[config.mk]
export PLATFORM = sky130hd
export DESIGN_NAME = fetch_unit
export DESIGN_NICKNAME = d
export VERILOG_FILES = /design/src/rtl/fetch_unit.sv
export SDC_FILE = /design/constraint.sdc
export NUM_CORES = 1
export LEC_CHECK = 0
export ABC_AREA = 1
export CAP_MARGIN = 20
export CORE_AREA = 2 2 70 138
export DETAILED_ROUTE_END_ITERATION = 6
export DIE_AREA = 0 0 72 140
export SLEW_MARGIN = 10
export SYNTH_ARGS = -nofsm -noshare
export SYNTH_HDL_FRONTEND = slang
export SYNTH_SLANG_ARGS = --single-unit
[constraint.sdc]
create_clock -name clk -period 5 [get_ports clk]
set_input_delay 1.5 -clock clk [delete_from_list [all_inputs] [get_ports clk]]
set_output_delay 1.5 -clock clk [all_outputs]
set_load 0.05 [all_outputs]
[src/rtl/fetch_unit.sv]
// Instruction fetch stage: owns the PC, issues single-outstanding imem reads and
// buffers returned words in a small prefetch FIFO presented to decode via valid/ready.
module fetch_unit #(
    parameter int unsigned DEPTH = 2,
    parameter int unsigned PC_W  = 5,
    parameter int unsigned IW    = 13
) (
    input  logic            clk,
    input  logic            reset,
    output logic            imem_req,
    output logic [PC_W-1:0] imem_addr,
    input  logic [IW-1:0]   imem_rdata,
    output logic            instr_valid,
    input  logic            instr_ready,
    output logic [IW-1:0]   instr_out,
    output logic [PC_W-1:0] instr_pc,
    input  logic            redirect_valid,
    input  logic [PC_W-1:0] redirect_pc,
    input  logic            halt
);

    localparam int unsigned PTR_W = $clog2(DEPTH);
    localparam int unsigned CNT_W = $clog2(DEPTH + 2);

    typedef enum logic [1:0] {
        IDLE   = 2'd0,
        RUN    = 2'd1,
        HALTED = 2'd2
    } state_t;

    typedef struct packed {
        logic [IW-1:0]   instr;
        logic [PC_W-1:0] pc;
    } entry_t;

    state_t                 state_q;
    state_t                 state_d;
    logic [PC_W-1:0]        fetch_pc_q;
    logic                   inflight_q;
    logic [PC_W-1:0]        inflight_pc_q;
    logic                   cancel_q;
    logic [CNT_W-1:0]       count_q;
    logic [PTR_W-1:0]       rd_ptr_q;
    logic [PTR_W-1:0]       wr_ptr_q;
    entry_t [DEPTH-1:0]     mem_q;

    logic                   pop;
    logic                   push;
    logic                   flush;
    logic [CNT_W-1:0]       credit;
    entry_t                 head;

    // Next-state logic; redirect does not change the mode, only halt does.
    always_comb begin
        state_d = state_q;
        case (state_q)
            IDLE:    state_d = RUN;
            RUN:     if (halt) state_d = HALTED;
            HALTED:  if (!halt) state_d = RUN;
            default: state_d = IDLE;
        endcase
    end

    // Credit counts queued, in-flight and leaving entries so a push never hits a full FIFO.
    assign head        = mem_q[rd_ptr_q];
    assign instr_valid = (count_q != '0);
    assign instr_out   = head.instr;
    assign instr_pc    = head.pc;
    assign imem_addr   = fetch_pc_q;
    assign pop         = instr_valid && instr_ready;
    assign push        = inflight_q && !cancel_q;
    assign flush       = redirect_valid && (state_q != IDLE);
    assign credit      = count_q + CNT_W'(inflight_q) - CNT_W'(pop);
    assign imem_req    = (state_q == RUN) && !redirect_valid && (credit < CNT_W'(DEPTH));

    always_ff @(posedge clk or negedge reset) begin
        if (!reset) begin
            state_q       <= IDLE;
            fetch_pc_q    <= '0;
            inflight_q    <= 1'b0;
            inflight_pc_q <= '0;
            cancel_q      <= 1'b0;
            count_q       <= '0;
            rd_ptr_q      <= '0;
            wr_ptr_q      <= '0;
            mem_q         <= '0;
        end else begin
            state_q    <= state_d;
            inflight_q <= imem_req;
            cancel_q   <= flush && inflight_q;
            if (imem_req) begin
                fetch_pc_q    <= fetch_pc_q + PC_W'(1);
                inflight_pc_q <= fetch_pc_q;
            end
            // Redirect drops everything queued, including a response landing this cycle.
            if (flush) begin
                fetch_pc_q <= redirect_pc;
                count_q    <= '0;
                rd_ptr_q   <= '0;
                wr_ptr_q   <= '0;
            end else begin
                if (push) begin
                    mem_q[wr_ptr_q] <= '{instr: imem_rdata, pc: inflight_pc_q};
                    wr_ptr_q        <= wr_ptr_q + PTR_W'(1);
                end
                if (pop) begin
                    rd_ptr_q <= rd_ptr_q + PTR_W'(1);
                end
                count_q <= count_q + CNT_W'(push) - CNT_W'(pop);
            end
        end
    end

    a_no_push_when_full: assert property (@(posedge clk) disable iff (!reset)
        !(push && (count_q == CNT_W'(DEPTH))));

endmodule

# Word-level counts from Yosys, hierarchy flattened
# Index checks and enable logic that the tools add are counted.
# classes
addsub	7
bitwise	1
eq_ne	4
magnitude_cmp	4
mux	15
n_reduce_logical	17
# op_table
cell	count
18-bit two-way mux	3
36-bit bitwise mux	1
18-bit demux with 1-bit select	1
5-bit two-way mux	2
2-bit nonzero test	5
1-bit logical AND	7
2-bit two-way mux	3
2-bit one-hot mux with 3 select lines	1
5-bit by 1-bit adder with 5-bit output, second input constant	1
2-bit by 1-bit adder with 2-bit output	2
1-bit by 2-bit less-than comparator with 1-bit output, second input constant	2
1-bit two-way mux	4
2-bit != test, second input constant	2
2-bit AND reduction	2
2-bit by 1-bit subtractor with 2-bit output	2
1-bit adder, second input constant	2
2-bit by 1-bit == test with 1-bit output, second input constant	1
2-bit == test, second input constant	1
1-bit logical NOT	2
2-bit logical NOT	1
2-bit less-than comparator, second input constant	1
1-bit greater-or-equal comparator, second input constant	1
1-bit inverter	1
# totals
wordCells	60
output_inout_bits	25
regBits	54

# Logic depth before layout (Yosys ltp)
# Gate-level depths: netlist of the first run.
# depth
word_depth	7
mapped_depth	10

# Worst setup path before layout of the first run
# OpenSTA, ideal clock, no wires.
# synth_timing
path_type	input -> output
from	input port instr_ready
to	output port imem_req
t_required_ns	3.500
arrival_time_ns	2.565
setup_slack_ns	0.935
cell_stages	7
cell_sequence	o21a_1 -> ha_1 -> inv_1 -> nand2_1 -> nand3_1 -> nand3_2 -> inv_1
# synth_via
elab_chain_len	4
# synth_lines
element	line	rtl
from (decl)	14	input logic instr_ready,
1-bit logical AND	70	assign pop = instr_valid && instr_ready;
2-bit by 1-bit subtractor with 2-bit output	73	assign credit = count_q + CNT_W'(inflight_q) - CNT_W'(pop);
2-bit less-than comparator	74	assign imem_req = (state_q == RUN) && !redirect_valid && (credit < CNT_W'(DEPTH));
1-bit logical AND	74	
to (decl)	10	output logic imem_req,
# No other way between the ends.

# Final worst setup path of the first run
# Ends and elaborated chain as after synthesis.

==> results of run 1 <==
## critical path, cell delays in order
cell and delay, ns:
clkdlybuf4s50_1 0.46, o21a_1 0.18, ha_1 0.25, inv_1 0.05, nand2_1 0.06, nand3_1 0.10
nand3_2 0.08, inv_1 0.22, buf_12 0.18
## synth_stat cells, drive strengths merged
cell type  count  share of area (%)
inv           34                5.0
dfrtp         54                 51
nand4          2               0.47
a21oi          2               0.38
ha             4                1.9
nor2           7                1.5
clkinv         1               0.14
nand2        132                 19
nor3b          1               0.29
xnor2          2               0.66
xor2           1               0.33
clkbuf         4               0.57
nand3         13                3.1
o21ai         41                 11
o21a           1               0.29
buf            8                3.7
nand3b         1               0.76
## sequential cells by signal, summed over array words and instances (netlist names)
register       flops
inflight_q         1
rd_ptr_q           1
mem_q             36
imem_addr          5
inflight_pc_q      5
count_q            2
wr_ptr_q           1
state_q            2
cancel_q           1
## worst max-delay path by stage
stage | endpoint | slack [ns] | cells after the start
CTS | imem_req | 0.40 | 9
floorplan | imem_req | 0.93 | 7
global placement | imem_req | 0.45 | 9
detailed placement | imem_req | 0.41 | 9
finish | imem_req | 0.42 | 9
global route | imem_req | 0.29 | 9
## cell type report
class                   count  area (µm²)
inverters                  35       136.4
clock inverters             1       8.758
well taps                 102       127.6
flip-flops and latches     54        1351
clock buffers               7       152.6
fillers                   907        5702
repair buffers             50       498.0
multi-input cells         207        1036
## cells by family (layout without fill, tap and decap cells)
logic type,count (synthesis),after routing
buffers and inverters,47,93
AOI/OAI and AO/OA,44,44
and+or+nand+nor,156,156
xor gates and xnor gates,3,3
adders and majority gates,4,4
DFF,54,54
## metal layers
| layer | global-route usage [%] | up-vias | share of wire (%) |
|---|---|---|---|
| met4 | 6.455 | 0 | 2.6 |
| met1 | 14.04 | 955 | 40 |
| li1 | - | 1054 | - |
| met3 | 1.655 | 10 | 3.4 |
| met5 | 0 | - | 0 |
| met2 | 21.64 | 45 | 54 |
## power by group through the flow
stage | sequential (µW) | combinational, µW | clock, µW
after global placement | 732 | 1190 | 0
after CTS | 730 | 1220 | 384
after detailed placement | 737 | 1210 | 0
final | 730 | 1190 | 368
after floorplan | 774 | 814 | 0
after global routing | 755 | 1310 | 398
## stage by stage
stage | cell area (µm²) | hold WS [ns]
floorplan | 2635 | 0.4491
global placement | 3149 | 0.4642
detailed placement | 3149 | 0.4693
CTS | 3311 | 0.4870
global route | 3311 | 0.5049
finish | 3311 | 0.4838
==> key figures, run 1 <==
Run status
  • Outcome: complete, no violations

CTS
  • Clock slew at reported path FFs: 0.07 ns
  • Resized cells post-CTS: 0
  • Maximum root-to-sink buffer count: 2
  • CTS tree: yes
  • CTS buffer count: 5
  • Clock Root Buffer: clkbuf_16
  • Clk sinks: 54
  • H-tree levels: 2
  • Worst skew pair latency: 0.29 ns
  • Setup bufs post-CTS: 0
  • Post-CTS Hold Fix Bufs: 0

Drt
  • Drt drc: 0
  • DRT Pass-1 Iters: 4
  • Initial DRC Count: 110
  • DR WL/cell: 12.30 µm
  • Total vias in the final route: 2,064
  • Detailed Route WL: 5607 µm
  • Routed Antenna Nets: 0
  • DR vias/cell: 4.526

Worst setup path
  • CP required: 3.50 ns
  • Crit path launch type: input pin
  • RR Startpoint: count_q[1]$_DFF_PN0_
  • CP endpoint kind: primary output
  • CP arrival: 3.08 ns
  • Reg2reg setup slack: 3.24 ns
  • Critical path type: in2out
  • Worst-path maximum fanout: 5
  • CP startpoint: instr_ready
  • Reg2reg end: imem_addr[2]$_DFFE_PN0P_
  • R2R cell count: 11

Die
  • Die ar.: 10,080 µm²
  • DIE HEIGHT: 140 µm
  • CORE AREA: 9012 µm²
  • Die width: 72 µm
  • Num ports: 48
  • Starting Density: 29.24%
  • Row count: 49

Power
  • Comb pwr share: 52.1%
  • Pleak: 0.001670 µW
  • Sw Share: 46.29%
  • Total design power: 2292 µW
  • Int Power: 1231 µW
  • VDD IR-drop max: 286.0 µV
  • Register share of total power: 31.9%
  • PD cells: 692.4 nW/µm²
  • Clock power frac: 16.1%
  • Net switching power: 1061 µW

Timing
  • Endpoints failing hold: 0
  • Setup TNS: 0 ns
  • Crit path time final: 4.582 ns
  • Max Slew Vio Count: 0
  • RSZ-0062 raised after global routing: no
  • Worst Slack Setup Final: 0.4180 ns
  • Peak Freq: 218.2 MHz
  • Slew margin rel.: 53.70%
  • Final clock skew: 0.007743 ns
  • Transition time of the tightest slew-check pin: 0.6945 ns
  • Final period util: 91.64%
  • Setup violations, final: 0

Yosys
  • Post-synthesis xor/xnor area fraction: 0.9972%
  • Complex-gate fraction of the synthesized area: 11.30%
  • Seq/Total Area, Yosys: 51.28%
  • Mux share of post-synthesis cell area: 0%
  • Post-synthesis instance area: 2635 µm²
  • Largest family of logic cells by synthesized area: simple AND/OR/NAND/NOR gates
  • Syn. warnings: 0
  • Syn nets: 335
  • Simple-gate share of the synthesized area: 25.12%
  • Post-Synthesis Cells: 308
  • Synth unique cells: 29
  • Seq cells post-synth: 54
  • Synth Area per Inst: 8.555 µm²
  • Adder-Cell Fraction of Synth Area: 1.899%

Global routing
  • Vias in the first global route: 1,981
  • Largest net degree at the start of global routing: 55
  • Overall routing resource usage: 12.29%
  • Initial antenna violation count: 0
  • First-pass GRT wire length: 9646 µm
  • GRT overflow: 0

Final layout
  • Most frequent cells in the layout: 130 x nand2_1, 54 x dfrtp_1, 45 x clkdlybuf4s50_1
  • Final core utilization: 36.73%
  • Antenna Cells: 0
  • Layout cells sized above 1: 11.86%
  • Area growth from synthesis to layout: 25.64%
  • Leading cell type in the layout, fill and taps excluded: nand2_1
  • Nets: 380
  • Fin cells: 456

Placement
  • Routability Congestion: 0.7796
  • Worst slack, placed: 0.4147 ns
  • Cell Count Post-Placement: 448
  • # port buffers: 47
  • Post-detail-place hpwl: 3808 µm

Hold path
  • Hold path cells: 2
  • Hold/Removal Path Class: reg2reg
  • Hold endpoint: mem_q[10]$_DFFE_PN0P_
  • Hold_sp: mem_q[10]$_DFFE_PN0P_

Run
  • MaxCap Viol Count: 0
(Power assumes the default switching activity.)
==> inputs of run 2 (changes only) <==
--- a/config.mk
+++ b/config.mk
@@ -7,9 +7,11 @@
 export LEC_CHECK = 0
 export ABC_AREA = 1
 export CAP_MARGIN = 20
-export CORE_AREA = 2 2 70 138
+export CORE_AREA = 2 2 52 103
 export DETAILED_ROUTE_END_ITERATION = 6
-export DIE_AREA = 0 0 72 140
+export DIE_AREA = 0 0 54 105
+export MAX_ROUTING_LAYER = met4
+export PLACE_DENSITY = 0.82
 export SLEW_MARGIN = 10
 export SYNTH_ARGS = -nofsm -noshare
 export SYNTH_HDL_FRONTEND = slang
==> key figures, run 2 (synthesis gave the netlist of run 1 again) <==
Run status
  • Outcome: complete, no violations

Worst setup path
  • RR Startpoint: count_q[1]$_DFF_PN0_
  • CP endpoint kind: primary output
  • R2R cell count: 11
  • Critical path type: in2out
  • Reg2reg end: imem_addr[3]$_DFFE_PN0P_
  • CP arrival: 3.04 ns
  • Worst-path maximum fanout: 5
  • CP required: 3.50 ns
  • Crit path launch type: input pin
  • Reg2reg setup slack: 3.22 ns

Timing
  • Setup violations, final: 0
  • Crit path time final: 4.537 ns
  • Worst Slack Setup Final: 0.4629 ns
  • Final period util: 90.74%
  • RSZ-0062 raised after global routing: no
  • Transition time of the tightest slew-check pin: 0.6654 ns
  • Setup TNS: 0 ns
  • Final clock skew: 0.009638 ns
  • Slew margin rel.: 55.64%
  • Max Slew Vio Count: 0
  • Endpoints failing hold: 0
  • Peak Freq: 220.4 MHz

Final layout
  • Leading cell type in the layout, fill and taps excluded: nand2_1
  • Antenna Cells: 0
  • Layout cells sized above 1: 11.30%
  • Most frequent cells in the layout: 130 x nand2_1, 54 x dfrtp_1, 45 x clkdlybuf4s50_1
  • Final core utilization: 65.77%
  • Top reg by flops: mem_q
  • Largest register FFs: 36
  • Nets: 380
  • Area growth from synthesis to layout: 21.42%
  • Filler Cell Count: 413

Global routing
  • Largest net degree at the start of global routing: 55
  • First-pass GRT wire length: 8342 µm
  • Vias in the first global route: 1,936
  • Initial antenna violation count: 0
  • Overall routing resource usage: 20.16%
  • GRT overflow: 0

Power
  • Clock power frac: 12.7%
  • Sw Share: 46.86%
  • Net switching power: 1028 µW
  • Register share of total power: 33.4%
  • Pleak: 0.001642 µW
  • VDD IR-drop max: 461.0 µV
  • PD cells: 685.7 nW/µm²
  • Comb pwr share: 53.9%
  • Int Power: 1166 µW

CTS
  • Worst skew pair latency: 0.30 ns
  • Post-CTS Hold Fix Bufs: 0
  • Clk sinks: 54
  • Maximum root-to-sink buffer count: 2
  • CTS buffer count: 5
  • Clock Root Buffer: clkbuf_8
  • Setup bufs post-CTS: 0
  • H-tree levels: 2
  • CTS tree: yes
  • Resized cells post-CTS: 0
  • Clock slew at reported path FFs: 0.08 ns

Drt
  • DRT Pass-1 Iters: 4
  • DR WL/cell: 11.68 µm
  • DR vias/cell: 4.954
  • Total vias in the final route: 2,036
  • Drt drc: 0
  • Detailed Route WL: 4800 µm
  • Initial DRC Count: 21
  • Routed Antenna Nets: 0

Hold path
  • Hold/Removal Path Class: reg2reg
  • Hold endpoint: inflight_pc_q[2]$_DFFE_PN0P_
  • Hold_sp: inflight_pc_q[2]$_DFFE_PN0P_
  • Hold path cells: 2

Die
  • Num ports: 48
  • CORE AREA: 4865 µm²
  • Die ar.: 5670 µm²
  • Starting Density: 54.17%
  • DIE HEIGHT: 105 µm
  • Row count: 36
  • Die width: 54 µm

Run
  • MaxCap Viol Count: 0

Placement
  • Worst slack, placed: 0.4795 ns
  • # port buffers: 47
  • Post-detail-place hpwl: 3354 µm
  • Routability Congestion: 0.7387
run 2: changes by cell type in the layout (fill, tap and decap cells not counted):
cell	before	now
clkbuf_16	5	0
bufinv_16	0	1
clkbuf_1	0	2
clkinv_4	1	0
clkbuf_8	2	5
run 2: cell type report:
cell class,count,area [µm²],share of cell area (%)
repair buffers,50,498.0,15.57
multi-input cells,207,1036,32.38
flip-flops and latches,54,1351,42.24
clock buffers,7,76.32,2.386
clock inverters,1,30.03,0.9386
well taps,57,71.32,2.229
inverters,35,136.4,4.263
run 2: worst max path at each step:
stage / start / end / slack, ns / depth (start not counted)
6_report: instr_ready / imem_req / 0.46 / 9
4_1_cts: instr_ready / imem_req / 0.46 / 9
3_5_place_dp: instr_ready / imem_req / 0.48 / 9
5_1_grt: instr_ready / imem_req / 0.35 / 9
2_1_floorplan: instr_ready / imem_req / 0.93 / 7
3_3_place_gp: instr_ready / imem_req / 0.51 / 9
run 2: power by group through the flow:
stage | registers, µW | logic [µW] | clock network [µW]
floorplan | 774 | 814 | 0
global placement | 730 | 1170 | 0
detailed placement | 740 | 1190 | 0
CTS | 732 | 1190 | 288
global route | 754 | 1290 | 301
finish | 732 | 1180 | 279
run 2: critical path, cell delays in order:
cell and delay, ns:
clkdlybuf4s50_1 0.47, o21a_1 0.18, ha_1 0.24, inv_1 0.05
nand2_1 0.06, nand3_1 0.10, nand3_2 0.09, inv_1 0.18
buf_12 0.17
run 2: stage by stage:
stage                     instance area [µm²]  hold WS, ns  power, µW  cells
after global placement                   3093       0.4637       1900    403
after detailed placement                 3093       0.4693       1931    403
after global routing                     3199       0.5084       2347    411
after floorplan                          2635       0.4491       1589    308
final                                    3199       0.4915       2194    411
after CTS                                3199       0.4918       2215    411
run 2: routing by layer:
| metal | part of all wire (%) | GRT usage (%) | wire (µm) | vias up |
|---|---|---|---|---|
| li1 | - | - | - | 1043 |
| met1 | 40 | 22.70 | 1940 | 941 |
| met2 | 53 | 32.32 | 2533 | 40 |
| met3 | 3.2 | 4.000 | 152 | 12 |
| met4 | 3.6 | 10.71 | 172 | 0 |
| met5 | 0 | - | 0 | - |
==> inputs of run 3 (changes only) <==
--- a/config.mk
+++ b/config.mk
@@ -7,11 +7,12 @@
 export LEC_CHECK = 0
 export ABC_AREA = 1
 export CAP_MARGIN = 20
-export CORE_AREA = 2 2 52 103
+export CORE_AREA = 5 5 55 106
 export DETAILED_ROUTE_END_ITERATION = 6
-export DIE_AREA = 0 0 54 105
+export DIE_AREA = 0 0 60 111
 export MAX_ROUTING_LAYER = met4
 export PLACE_DENSITY = 0.82
+export REMOVE_ABC_BUFFERS = 1
 export SLEW_MARGIN = 10
 export SYNTH_ARGS = -nofsm -noshare
 export SYNTH_HDL_FRONTEND = slang
==> key figures, run 3 (synthesis gave the netlist of run 1 again) <==
Worst setup path
  • CP startpoint: instr_ready
  • CP required: 3.50 ns
  • Reg2reg end: imem_addr[1]$_DFFE_PN0P_
  • Crit path launch type: input pin
  • Critical Path, Cell by Cell: clkdlybuf4s50_1, o21a_1, ha_1, inv_1, nand2_1, nand3_1, nand3_2, inv_1, buf_12
  • CP most frequent cell: inv_1
  • Critical path type: in2out
  • Slowest CP cell: clkdlybuf4s50_1
  • CP endpoint kind: primary output
  • R2R cell count: 10
  • CP arrival: 3.11 ns
  • Worst setup path end: imem_req
  • Reg2reg setup slack: 3.20 ns
  • Worst-path maximum fanout: 5
  • RR Startpoint: count_q[1]$_DFF_PN0_
  • Worst path max stage delay: 0.46 ns

CTS
  • Clock slew at reported path FFs: 0.09 ns
  • CTS tree: yes
  • Setup bufs post-CTS: 0
  • CTS buffer count: 5
  • Resized cells post-CTS: 0
  • Post-CTS Hold Fix Bufs: 0
  • Worst skew pair latency: 0.30 ns
  • H-tree levels: 2
  • Maximum root-to-sink buffer count: 2
  • Clk sinks: 54
  • Clock Root Buffer: clkbuf_8

Final layout
  • Antenna Cells: 0
  • Leading cell type in the layout, fill and taps excluded: nand2_1
  • Fin cells: 411
  • Top reg by flops: mem_q
  • Final core utilization: 65.84%
  • Layout cells sized above 1: 11.58%
  • Most frequent cells in the layout: 130 x nand2_1, 54 x dfrtp_1, 45 x clkdlybuf4s50_1
  • Area growth from synthesis to layout: 21.56%
  • Largest register FFs: 36
  • Fin area: 3203 µm²
  • Nets: 380

Placement
  • Placed inst area: 3093 µm²
  • Routability Congestion: 0.7670
  • Post-detail-place hpwl: 3667 µm
  • Cell Count Post-Placement: 403
  • # port buffers: 47

Die
  • Die ar.: 6660 µm²
  • Row count: 36
  • Die width: 60 µm
  • CORE AREA: 4865 µm²
  • DIE HEIGHT: 111 µm
  • Num ports: 48
  • Starting Density: 54.17%

Drt
  • Detailed Route WL: 5195 µm
  • DR WL/cell: 12.64 µm
  • Routed Antenna Nets: 0
  • Initial DRC Count: 72
  • DR vias/cell: 4.995
  • DRT Pass-1 Iters: 4
  • Drt drc: 0
  • Total vias in the final route: 2,053

Timing
  • Slew margin rel.: 55.53%
  • Final clock skew: 0.006262 ns
  • Endpoints failing hold: 0
  • Crit path time final: 4.610 ns
  • Max Slew Vio Count: 0
  • Hold Slack: 0.4832 ns
  • Transition time of the tightest slew-check pin: 0.6671 ns
  • Peak Freq: 216.9 MHz
  • Setup TNS: 0 ns
  • RSZ-0062 raised after global routing: no
  • Setup violations, final: 0
  • Final period util: 92.20%

Run status
  • Outcome: complete, no violations

Global routing
  • First-pass GRT wire length: 8956 µm
  • Initial antenna violation count: 0
  • GRT overflow: 0
  • Vias in the first global route: 2,168
  • Overall routing resource usage: 17.62%
  • Largest net degree at the start of global routing: 55

Hold path
  • Hold path cells: 2
  • Hold/Removal Path Class: reg2reg

Power
  • VDD IR-drop max: 424.9 µV
  • PD cells: 688.7 nW/µm²
  • Pleak: 0.001641 µW

Run
  • MaxCap Viol Count: 0
run 3: cell types whose count changed in the layout (fill, tap and decap cells not counted):
cell        previous run  this run
clkbuf_1               2         1
clkinvlp_4             0         1
run 3: worst min-delay path by stage:
stage	endpoint	slack, ns	from
finish	inflight_pc_q[2]$_DFFE_PN0P_	0.48	inflight_pc_q[2]$_DFFE_PN0P_
global route	mem_q[10]$_DFFE_PN0P_	0.51	mem_q[10]$_DFFE_PN0P_
CTS	inflight_pc_q[2]$_DFFE_PN0P_	0.49	inflight_pc_q[2]$_DFFE_PN0P_
detailed placement	inflight_pc_q[2]$_DFFE_PN0P_	0.47	inflight_pc_q[2]$_DFFE_PN0P_
global placement	mem_q[9]$_DFFE_PN0P_	0.46	mem_q[9]$_DFFE_PN0P_
floorplan	inflight_pc_q[0]$_DFFE_PN0P_	0.45	inflight_pc_q[0]$_DFFE_PN0P_
run 3: stage by stage:
stage / worst slack, ns / power, µW
after floorplan: 0.8021 / 1554
after global placement: 0.4803 / 1903
after detailed placement: 0.3935 / 1943
after CTS: 0.3952 / 2234
after global routing: 0.3369 / 2365
final: 0.3900 / 2206
run 3: final cells by class:
type / count / area [µm²]
Inverter: 35 / 136.4
Clock buffer: 6 / 72.57
Clock inverter: 2 / 37.54
Multi-Input combinational cell: 207 / 1036
Timing Repair Buffer: 50 / 498.0
Fill cell: 422 / 1662
Sequential cell: 54 / 1351
Tap cell: 57 / 71.32
run 3: power by group:
group	internal, µW	total [µW]	switching, µW	leakage [µW]
registers	611	729	118	0.000700
clock network	149	283	134	0.0000514
logic	406	1190	788	0.000890
total	1170	2210	1040	0.00164
run 3: worst max-delay path, delay by kind of cell:
kind | cells | cell delay (ns)
buffers and inverters | 4 | 0.88
adder cells (fa/ha/maj) | 1 | 0.26
AND/OR/NAND/NOR | 3 | 0.27
AO/OA/AOI/OAI | 1 | 0.19
run 3: per-layer routing:
layer  wire length, µm  track usage, %  share of wire, %
met1              1994           17.62                38
met2              2950           31.58                57
met3               142           2.448               2.7
met4               108           8.284               2.1
met5                 0               -                 0
